$ cat src/rtl/squeeze_feed.sv
// Buffers SHAKE128 rate blocks and feeds their 21 lanes, one 64-bit word per request, to the parser.
// Define SQZ_PINGPONG_EN for two block buffers (back-to-back streaming); default build uses one buffer.
module squeeze_feed (
    input  logic          clk,
    input  logic          resetb,
    input  logic          blk_valid,
    input  logic [1343:0] blk_data,
    output logic          blk_ready,
    input  logic          gimme,
    input  logic          done,
    output logic [63:0]   out,
    output logic          out_valid,
    output logic [4:0]    lane_idx,
    output logic [7:0]    word_cnt
);

`ifdef SQZ_PINGPONG_EN
    localparam int unsigned NBUF = 2;
`else
    localparam int unsigned NBUF = 1;
`endif
    localparam logic [4:0] LAST_LANE = 5'd20;

    logic [1343:0]   blk_mem [NBUF];
    logic [NBUF-1:0] full;
    logic            wr_ptr;
    logic            rd_ptr;
    logic [4:0]      rd_idx;
    logic            accept;
    logic            emit;
    logic            last_lane;
    logic [1343:0]   rd_blk;
    logic [63:0]     rd_lane;

    // The write pointer always lands on the oldest free buffer, so one flag decides readiness.
    always_comb begin
        blk_ready = !resetb && !done && !full[wr_ptr];
        accept    = blk_valid && blk_ready;
        emit      = !resetb && !done && gimme && full[rd_ptr];
        last_lane = (rd_idx == LAST_LANE);
        rd_blk    = blk_mem[rd_ptr];
        rd_lane   = rd_blk[rd_idx*64 +: 64];
    end

    always_ff @(posedge clk) begin
        if (accept) begin
            blk_mem[wr_ptr] <= blk_data;
        end
    end

`ifdef SQZ_PINGPONG_EN
    always_ff @(posedge clk) begin
        if (resetb || done) begin
            wr_ptr <= 1'b0;
            rd_ptr <= 1'b0;
        end else begin
            if (accept) begin
                wr_ptr <= ~wr_ptr;
            end
            if (emit && last_lane) begin
                rd_ptr <= ~rd_ptr;
            end
        end
    end
`else
    always_comb begin
        wr_ptr = 1'b0;
        rd_ptr = 1'b0;
    end
`endif

    always_ff @(posedge clk) begin
        if (resetb) begin
            out       <= '0;
            out_valid <= 1'b0;
            lane_idx  <= '0;
            word_cnt  <= '0;
            rd_idx    <= '0;
            full      <= '0;
        end else if (done) begin
            out_valid <= 1'b0;
            word_cnt  <= '0;
            rd_idx    <= '0;
            full      <= '0;
        end else begin
            out_valid <= emit;
            if (emit) begin
                out      <= rd_lane;
                lane_idx <= rd_idx;
                word_cnt <= word_cnt + 8'd1;
                if (last_lane) begin
                    rd_idx       <= '0;
                    full[rd_ptr] <= 1'b0;
                end else begin
                    rd_idx <= rd_idx + 5'd1;
                end
            end
            // In ping-pong mode a same-cycle accept targets the other buffer, so set and clear never collide.
            if (accept) begin
                full[wr_ptr] <= 1'b1;
            end
        end
    end

endmodule

$ cat config.mk
export PLATFORM = sky130hd
export DESIGN_NAME = squeeze_feed
export DESIGN_NICKNAME = d
export VERILOG_FILES = /design/src/rtl/squeeze_feed.sv
export SDC_FILE = /design/constraint.sdc
export NUM_CORES = 1
export LEC_CHECK = 0
export BUFFER_PORTS_ARGS = -buffer_cell sky130_fd_sc_hd__buf_2
export CAP_MARGIN = 20
export CORE_AREA = 2 2 551 553
export DETAILED_ROUTE_END_ITERATION = 8
export DIE_AREA = 0 0 553 555
export GPL_TIMING_DRIVEN = 0
export SYNTH_ARGS = -nofsm -noshare
export SYNTH_HDL_FRONTEND = slang
export SYNTH_SLANG_ARGS = --single-unit
$ cat constraint.sdc
create_clock -name clk -period 49.9 [get_ports clk]
set_input_delay 4.99 -clock clk [delete_from_list [all_inputs] [get_ports clk]]
set_output_delay 4.99 -clock clk [all_outputs]
set_load 0.05 [all_outputs]
==> results.cfg, run 1 <==
[run_status]
run_status = finished, final reports clean

[route]
drc_errors = 0
drt_iter0_drc = 4593
detail_route.first_pass.iterations = 5
detailroute.via_count = 37900
routedWlPerCell_um = 31.1
drtAntennaViolNets = 0
wirelength_mm = 278
viasPerCell = 4.23

[global_routing]
grt_first_pass_wirelength_mm = 354
via_count_of_the_first_global_routing_pass = 37800
gr-usage-all-layers = 0.173
grt_antenna_before_repair = 144
globalRoute.totalOverflow = 0
pin_count_of_the_biggest_net_entering_global_routing = 82

[timing]
worst_slew_margin_rel = 0.201
timing.final.max_slew_violations = 0
finalWorstPathRequiredPeriod_ns = 11.64
fmax_mhz = 85.9
skew_ns = 0.0466
holdWs_ns = 0.473
post-route-period-util = 0.233
setup_viol_count_final = 0
finalHoldViolations = 0
setup_repair_after_global_routing_missed_its_margin = false
worst-slew-pin-transition_ns = 1.20
worst_slack_ns = 38.26

[flow_run]
maxCapViolations = 0

[pwr]
power.density_cell_area_nw_per_um2 = 36.9
p_leak_nw = 24.8
vdd_drop_max_uv = 29.4

[layout]
most_frequent_standard_cell_in_the_layout_excluding_fill_and_tap_cells = sky130_fd_sc_hd__buf_2
post_route_cells_drive_above_1_share = 0.387
flow.area_growth_from_synthesis_pct = 33.9
finish.utilization = 0.243
layout.cells.most_common_list = sky130_fd_sc_hd__buf_2, sky130_fd_sc_hd__edfxtp_1, sky130_fd_sc_hd__mux2i_1
final_nets = 6098

[place]
io_buffer_count = 1426
dpl.hpwl_mm = 226
gp_routability_congestion = 0.940
place_worst_setup_slack_ns = 38.08

[worst_hold_path]
hp-class = flop to flop
worstHoldStart = lane_idx[1]
timing.hold.worst_path_depth = 2
hold_end = lane_idx[1]

[clock_network]
cts.root.buffer_cell = sky130_fd_sc_hd__clkbuf_16
postCtsResizedCells = 0
hold_buffers = 0
htree_levels = 4
clk_pin_slew_ns = 0.06
number_of_buffers_inserted_to_repair_setup_after_cts = 0
cts_tree = built
tritoncts_num_sinks = 1428
cts-root-to-sink-buffers = 4
worst_skew_pair.late_latency_ns = 0.82
cts_inserted_buffers = 164

[floorplanning]
num_io_pins = 1428
initial_core_util = 0.182
die_width_um = 553
placement_rows = 202
design.die.area_um2 = 307000
core_area_um2 = 301000
floorplan.die.height_um = 555

[setup_path]
worst_setup_path_start_kind = input port
crit_type = input port to output pin
worst_r2r_endpoint = blk_mem[0][1040]
r2r_setup_slack_ns = 45.06
critical_path_arrival_ns = 6.65
worstSetupEndpointType = output pin
max_fanout_on_critical_path = 8
timing.rr.start = full
required_ns = 44.91
reg2regPathDepth = 11

[logic_synthesis]
synth_area_um2 = 54800
synth_nets = 4458
synth_cell_type_count = 42
ys_seq_elements = 1428
ys_seq_area_frac = 0.768
syn_avg_cell_area_um2 = 17.6
yosys_warnings = 0
synthesis.instances = 3106
[per-layer routing]
metal / track usage / part of all wire
met5: 0 / 0.0017
met4: 0.0675 / 0.043
met3: 0.0544 / 0.10
met2: 0.285 / 0.47
met1: 0.210 / 0.38
[area by class of cell]
type / instances / area, um^2
Tap cell: 3978 / 4980
Sequential cell: 1428 / 42000
Buffer: 190 / 872
Timing Repair Buffer: 1474 / 8170
Inverter: 68 / 255
Clock inverter: 92 / 818
Fill cell: 31400 / 228000
Multi-Input combinational cell: 1420 / 11600
Antenna cell: 85 / 213
Clock buffer: 204 / 4390
[cell usage after synthesis, drive strengths merged]
cell	count	area, um^2
and3b	2	17.5
edfxtp	1344	40400
clkbuf	79	297
nand2b	2	12.5
nor3	2	10.0
nand4	68	425
or2	3	18.8
and3	1	6.26
o31ai	65	488
and2	65	407
mux2i	512	5120
nand4b	1	8.76
nor2	13	53.8
or4b	1	10.0
o211ai	63	473
xnor2	4	35.0
nand3b	1	7.51
a22oi	64	480
o221ai	1	8.76
nand2	142	533
or3	1	6.26
buf	111	568
nand4bb	2	22.5
o22ai	128	801
mux4	64	1440
ha	3	37.5
a31oi	64	400
o21ai	1	5.00
a41o	1	10.0
o21bai	2	15.0
inv	68	255
a21oi	133	666
nand3	1	5.00
dfxtp	84	1680
a211oi	1	7.51
nor2b	3	18.8
xor2	6	52.6
[power by group]
part / switching [W] / internal, W
clock network: 0.000523 / 0.000671
registers: 0.0000154 / 0.00135
logic: 0.0000888 / 0.0000568
[registers in the layout, summed over array words and instances (netlist names)]
| name | flops |
|---|---|
| rd_idx | 5 |
| word_cnt | 8 |
| full | 1 |
| out_valid | 1 |
| lane_idx | 5 |
| blk_mem | 1344 |
| out | 64 |
[cell families (layout without fill, tap and decap cells)]
group	count (synthesis)	in the layout	share of synthesized area
buffers and inverters	258	2028	0.0204
muxes	576	576	0.120
AOI/OAI and AO/OA	523	523	0.0612
adders and majority gates	3	3	0.000685
DFF	1428	1428	0.768
other	0	85	0
and+or+nand+nor	308	308	0.0285
xor gates and xnor gates	10	10	0.00160
[worst max-delay path, cell delays in order]
cell and delay, ns:
sky130_fd_sc_hd__clkbuf_2 0.33, sky130_fd_sc_hd__buf_12 0.30, sky130_fd_sc_hd__or2_2 0.30, sky130_fd_sc_hd__nor2_1 0.23, sky130_fd_sc_hd__buf_6 0.19, sky130_fd_sc_hd__buf_2 0.28
[stage by stage]
step / power [W] / instance area [um^2] / cells / TNS (ns)
2_1_floorplan: 0.00149 / 54800 / 3106 / 0
3_3_place_gp: 0.00161 / 66900 / 8510 / -1859.97
3_5_place_dp: 0.00154 / 67900 / 8556 / 0
4_1_cts: 0.00274 / 73100 / 8852 / 0
5_1_grt: 0.00279 / 73200 / 8883 / 0
6_report: 0.00271 / 73400 / 8939 / 0
[how the worst max path moves through the flow]
stage / start / to / slack (ns) / depth (start not counted)
2_1_floorplan: resetb / full / 11.23 / 5
3_3_place_gp: resetb / full / -2.66 / 5
3_5_place_dp: resetb / blk_ready / 38.08 / 6
4_1_cts: resetb / blk_ready / 38.08 / 6
5_1_grt: resetb / blk_ready / 38.17 / 6
6_report: resetb / blk_ready / 38.26 / 6
Note: power is estimated with default switching activity, not from simulation.
==> inputs of run 2 (changes only) <==
--- a/config.mk
+++ b/config.mk
@@ -5,11 +5,12 @@
 export SDC_FILE = /design/constraint.sdc
 export NUM_CORES = 1
 export LEC_CHECK = 0
+export ABC_AREA = 1
 export BUFFER_PORTS_ARGS = -buffer_cell sky130_fd_sc_hd__buf_2
 export CAP_MARGIN = 20
-export CORE_AREA = 2 2 551 553
+export CORE_AREA = 2 2 561 563
 export DETAILED_ROUTE_END_ITERATION = 8
-export DIE_AREA = 0 0 553 555
+export DIE_AREA = 0 0 563 565
 export GPL_TIMING_DRIVEN = 0
 export SYNTH_ARGS = -nofsm -noshare
 export SYNTH_HDL_FRONTEND = slang
==> constraint.sdc (replaced) <==
create_clock -name clk -period 11.7 [get_ports clk]
set_input_delay 1.17 -clock clk [delete_from_list [all_inputs] [get_ports clk]]
set_output_delay 1.17 -clock clk [all_outputs]
set_load 0.05 [all_outputs]
==> run 2 against run 1 <==
  * Setup slack worse by 31 ns
  * First-iteration DRC count is 16% higher
  * Final area is 8.3% higher
  * Clock skew is 0.022 ns higher
  * Core utilization is 1.2 points higher
  * Final cell count is 33% higher
  * Synthesized cell count is 88% higher
  * Critical path depth is 11 higher
  * Critical endpoint is now blk_mem[0][188]
  * Critical path type is now input port to flop
  * Global-route usage is 3.3 points higher
  * Routed wire length is 23% higher
  * Worst hold slack worse by 0.0099 ns
==> results.cfg, run 2 <==
[clock_network]
worst_skew_pair.late_latency_ns = 0.88
number_of_buffers_inserted_to_repair_setup_after_cts = 0
cts_tree = built
hold_buffers = 0
postCtsResizedCells = 0
cts-root-to-sink-buffers = 4
cts_inserted_buffers = 173
tritoncts_num_sinks = 1428
htree_levels = 4
cts.root.buffer_cell = sky130_fd_sc_hd__clkbuf_16
clk_pin_slew_ns = 0.06

[logic_synthesis]
yosys.cell_count.top_type = sky130_fd_sc_hd__nand2_1
synthesis.instances = 5853
synth-edff-count = 1344
synth_xor_xnor_area_share = 0.000145
netlist_top_cells_area = sky130_fd_sc_hd__edfxtp_1, sky130_fd_sc_hd__nand2_1, sky130_fd_sc_hd__inv_1
syn_avg_cell_area_um2 = 10.3
yosys_warnings = 0
synth.cells.most_frequent = sky130_fd_sc_hd__nand2_1, sky130_fd_sc_hd__edfxtp_1, sky130_fd_sc_hd__inv_1
yosys.area.top_type_share = 0.670
ys_seq_elements = 1428
synth_compound_area_frac = 0.0256
synth_cell_type_count = 29
synth_area_leader_cell = sky130_fd_sc_hd__edfxtp_1
synthSimpleGateAreaFrac = 0.195
synth_fa_ha_area_frac = 0.000623
post_synth_top_flop = sky130_fd_sc_hd__edfxtp_1
synth_nets = 7205
muxShareOfSynthArea = 0
asyncSetResetFlopFracSynth = 0
synth_area_um2 = 60200
ys_seq_area_frac = 0.698
main_combinational_cell_family_by_area_after_synthesis = simple AND/OR/NAND/NOR gates

[setup_path]
worst_setup_path_start_kind = input port
required_ns = 12.20
critical_path_arrival_ns = 5.43
max_fanout_on_critical_path = 46
worstSetupEndpointType = flop
crit_type = input port to flop

[floorplanning]
design.die.area_um2 = 318000
num_io_pins = 1428
placement_rows = 205
initial_core_util = 0.193
die_width_um = 563
floorplan.die.height_um = 565
core_area_um2 = 311000

[pwr]
vdd_drop_max_uv = 138
finalPower_w = 0.0120
power.density_cell_area_nw_per_um2 = 151
p_leak_nw = 35.3

[timing]
worst_slew_margin_rel = 0.194
setup_repair_after_global_routing_missed_its_margin = false
post-route-period-util = 0.421
worst_slack_ns = 6.77
finalHoldViolations = 0
setup-tns-final_ns = 0
skew_ns = 0.0687
fmax_mhz = 203
timing.final.max_slew_violations = 0
finalWorstPathRequiredPeriod_ns = 4.93
setup_viol_count_final = 0
worst-slew-pin-transition_ns = 1.21

[route]
viasPerCell = 4.17
drt_iter0_drc = 5332
drtAntennaViolNets = 0
drc_errors = 0
detailroute.via_count = 49500
detail_route.first_pass.iterations = 6
routedWlPerCell_um = 28.8
wirelength_mm = 343

[global_routing]
grt_antenna_before_repair = 205
grt_first_pass_wirelength_mm = 432
pin_count_of_the_biggest_net_entering_global_routing = 47
via_count_of_the_first_global_routing_pass = 46900
globalRoute.totalOverflow = 0
gr-usage-all-layers = 0.207

[layout]
n_fill_cell = 33400
final_nets = 8852
max_flop_register = blk_mem
layout.cells.most_common_list = sky130_fd_sc_hd__nand2_1, sky130_fd_sc_hd__buf_2, sky130_fd_sc_hd__edfxtp_1
largest_register_ffs = 1344
final_instance_count_excl_fillers = 11900
post_route_cells_drive_above_1_share = 0.255
area_of_the_multi_input_gates_um2 = 13400
finish.utilization = 0.255
flow.area_growth_from_synthesis_pct = 31.9
final-seq-area_um2 = 42000
most_frequent_standard_cell_in_the_layout_excluding_fill_and_tap_cells = sky130_fd_sc_hd__nand2_1
largestRegisters = blk_mem: 1344 flops, out: 64 flops, word_cnt: 8 flops

[place]
dpl.hpwl_mm = 284
io_buffer_count = 1427
place_inst = 11500
gp_routability_congestion = 0.913
place_worst_setup_slack_ns = 5.93

[run_status]
run_status = finished, final reports clean

[worst_hold_path]
hp-class = input port to flop

[flow_run]
maxCapViolations = 0
run 2: worst paths after layout:
check             cells after the start              end  slack, ns           from
setup / recovery                     17  blk_mem[0][188]       6.77         resetb
hold / removal                        1  blk_mem[0][414]       0.46  blk_data[414]
setup reg to reg                     14  blk_mem[0][188]       7.26           full
hold reg to reg                       2      lane_idx[0]       0.48    lane_idx[0]
run 2: where the power goes:
group	internal [W]	leakage [nW]	total [W]	switching [W]
clock network	0.00312	2.77	0.00558	0.00246
registers	0.00576	13.0	0.00580	0.0000408
logic	0.000240	19.5	0.000618	0.000378
total	0.00911	35.3	0.0120	0.00288
run 2: layout make-up:
cell class,count,share of cell area
Sequential cell,1428,0.529
Multi-Input combinational cell,3205,0.168
Timing Repair Buffer,1472,0.101
Tap cell,4140,0.0652
Clock buffer,204,0.0572
Inverter,915,0.0433
Buffer,305,0.0179
Clock inverter,112,0.0150
Antenna cell,100,0.00315
run 2: metrics by stage:
stage	instance area (um^2)	hold slack (ns)
6_report	79500	0.463
2_1_floorplan	60300	0.512
4_1_cts	79200	0.357
3_5_place_dp	73500	0.462
3_3_place_gp	72600	0.450
5_1_grt	79300	0.389
run 2: kinds of logic (layout without fill, tap and decap cells):
logic type / Yosys count / after routing
AOI/OAI and AO/OA: 290 / 290
xor gates and xnor gates: 1 / 1
other: 0 / 100
DFF: 1428 / 1428
and+or+nand+nor: 2911 / 2911
adders and majority gates: 3 / 3
buffers and inverters: 1220 / 3008
run 2: routing by layer:
| layer | GRT usage | wire length [um] | vias to the layer above |
|---|---|---|---|
| met5 | 0 | 423 | - |
| met4 | 0.0903 | 16900 | 68 |
| met3 | 0.0510 | 29800 | 627 |
| met2 | 0.343 | 160000 | 2798 |
| met1 | 0.254 | 136000 | 23700 |
| li1 | - | - | 22400 |
run 2: critical path, stage by stage:
cell and delay, ns:
sky130_fd_sc_hd__buf_2 0.15, sky130_fd_sc_hd__nor2_4 0.22, sky130_fd_sc_hd__inv_2 0.15, sky130_fd_sc_hd__nor2_4 0.10, sky130_fd_sc_hd__nand2_1 0.10, sky130_fd_sc_hd__clkinvlp_4 0.45
sky130_fd_sc_hd__buf_12 0.27, sky130_fd_sc_hd__buf_12 0.23, sky130_fd_sc_hd__buf_12 0.26, sky130_fd_sc_hd__buf_12 0.24, sky130_fd_sc_hd__buf_12 0.23, sky130_fd_sc_hd__buf_12 0.26
sky130_fd_sc_hd__buf_12 0.28, sky130_fd_sc_hd__buf_12 0.27, sky130_fd_sc_hd__buf_12 0.27, sky130_fd_sc_hd__buf_12 0.27, sky130_fd_sc_hd__buf_12 0.28
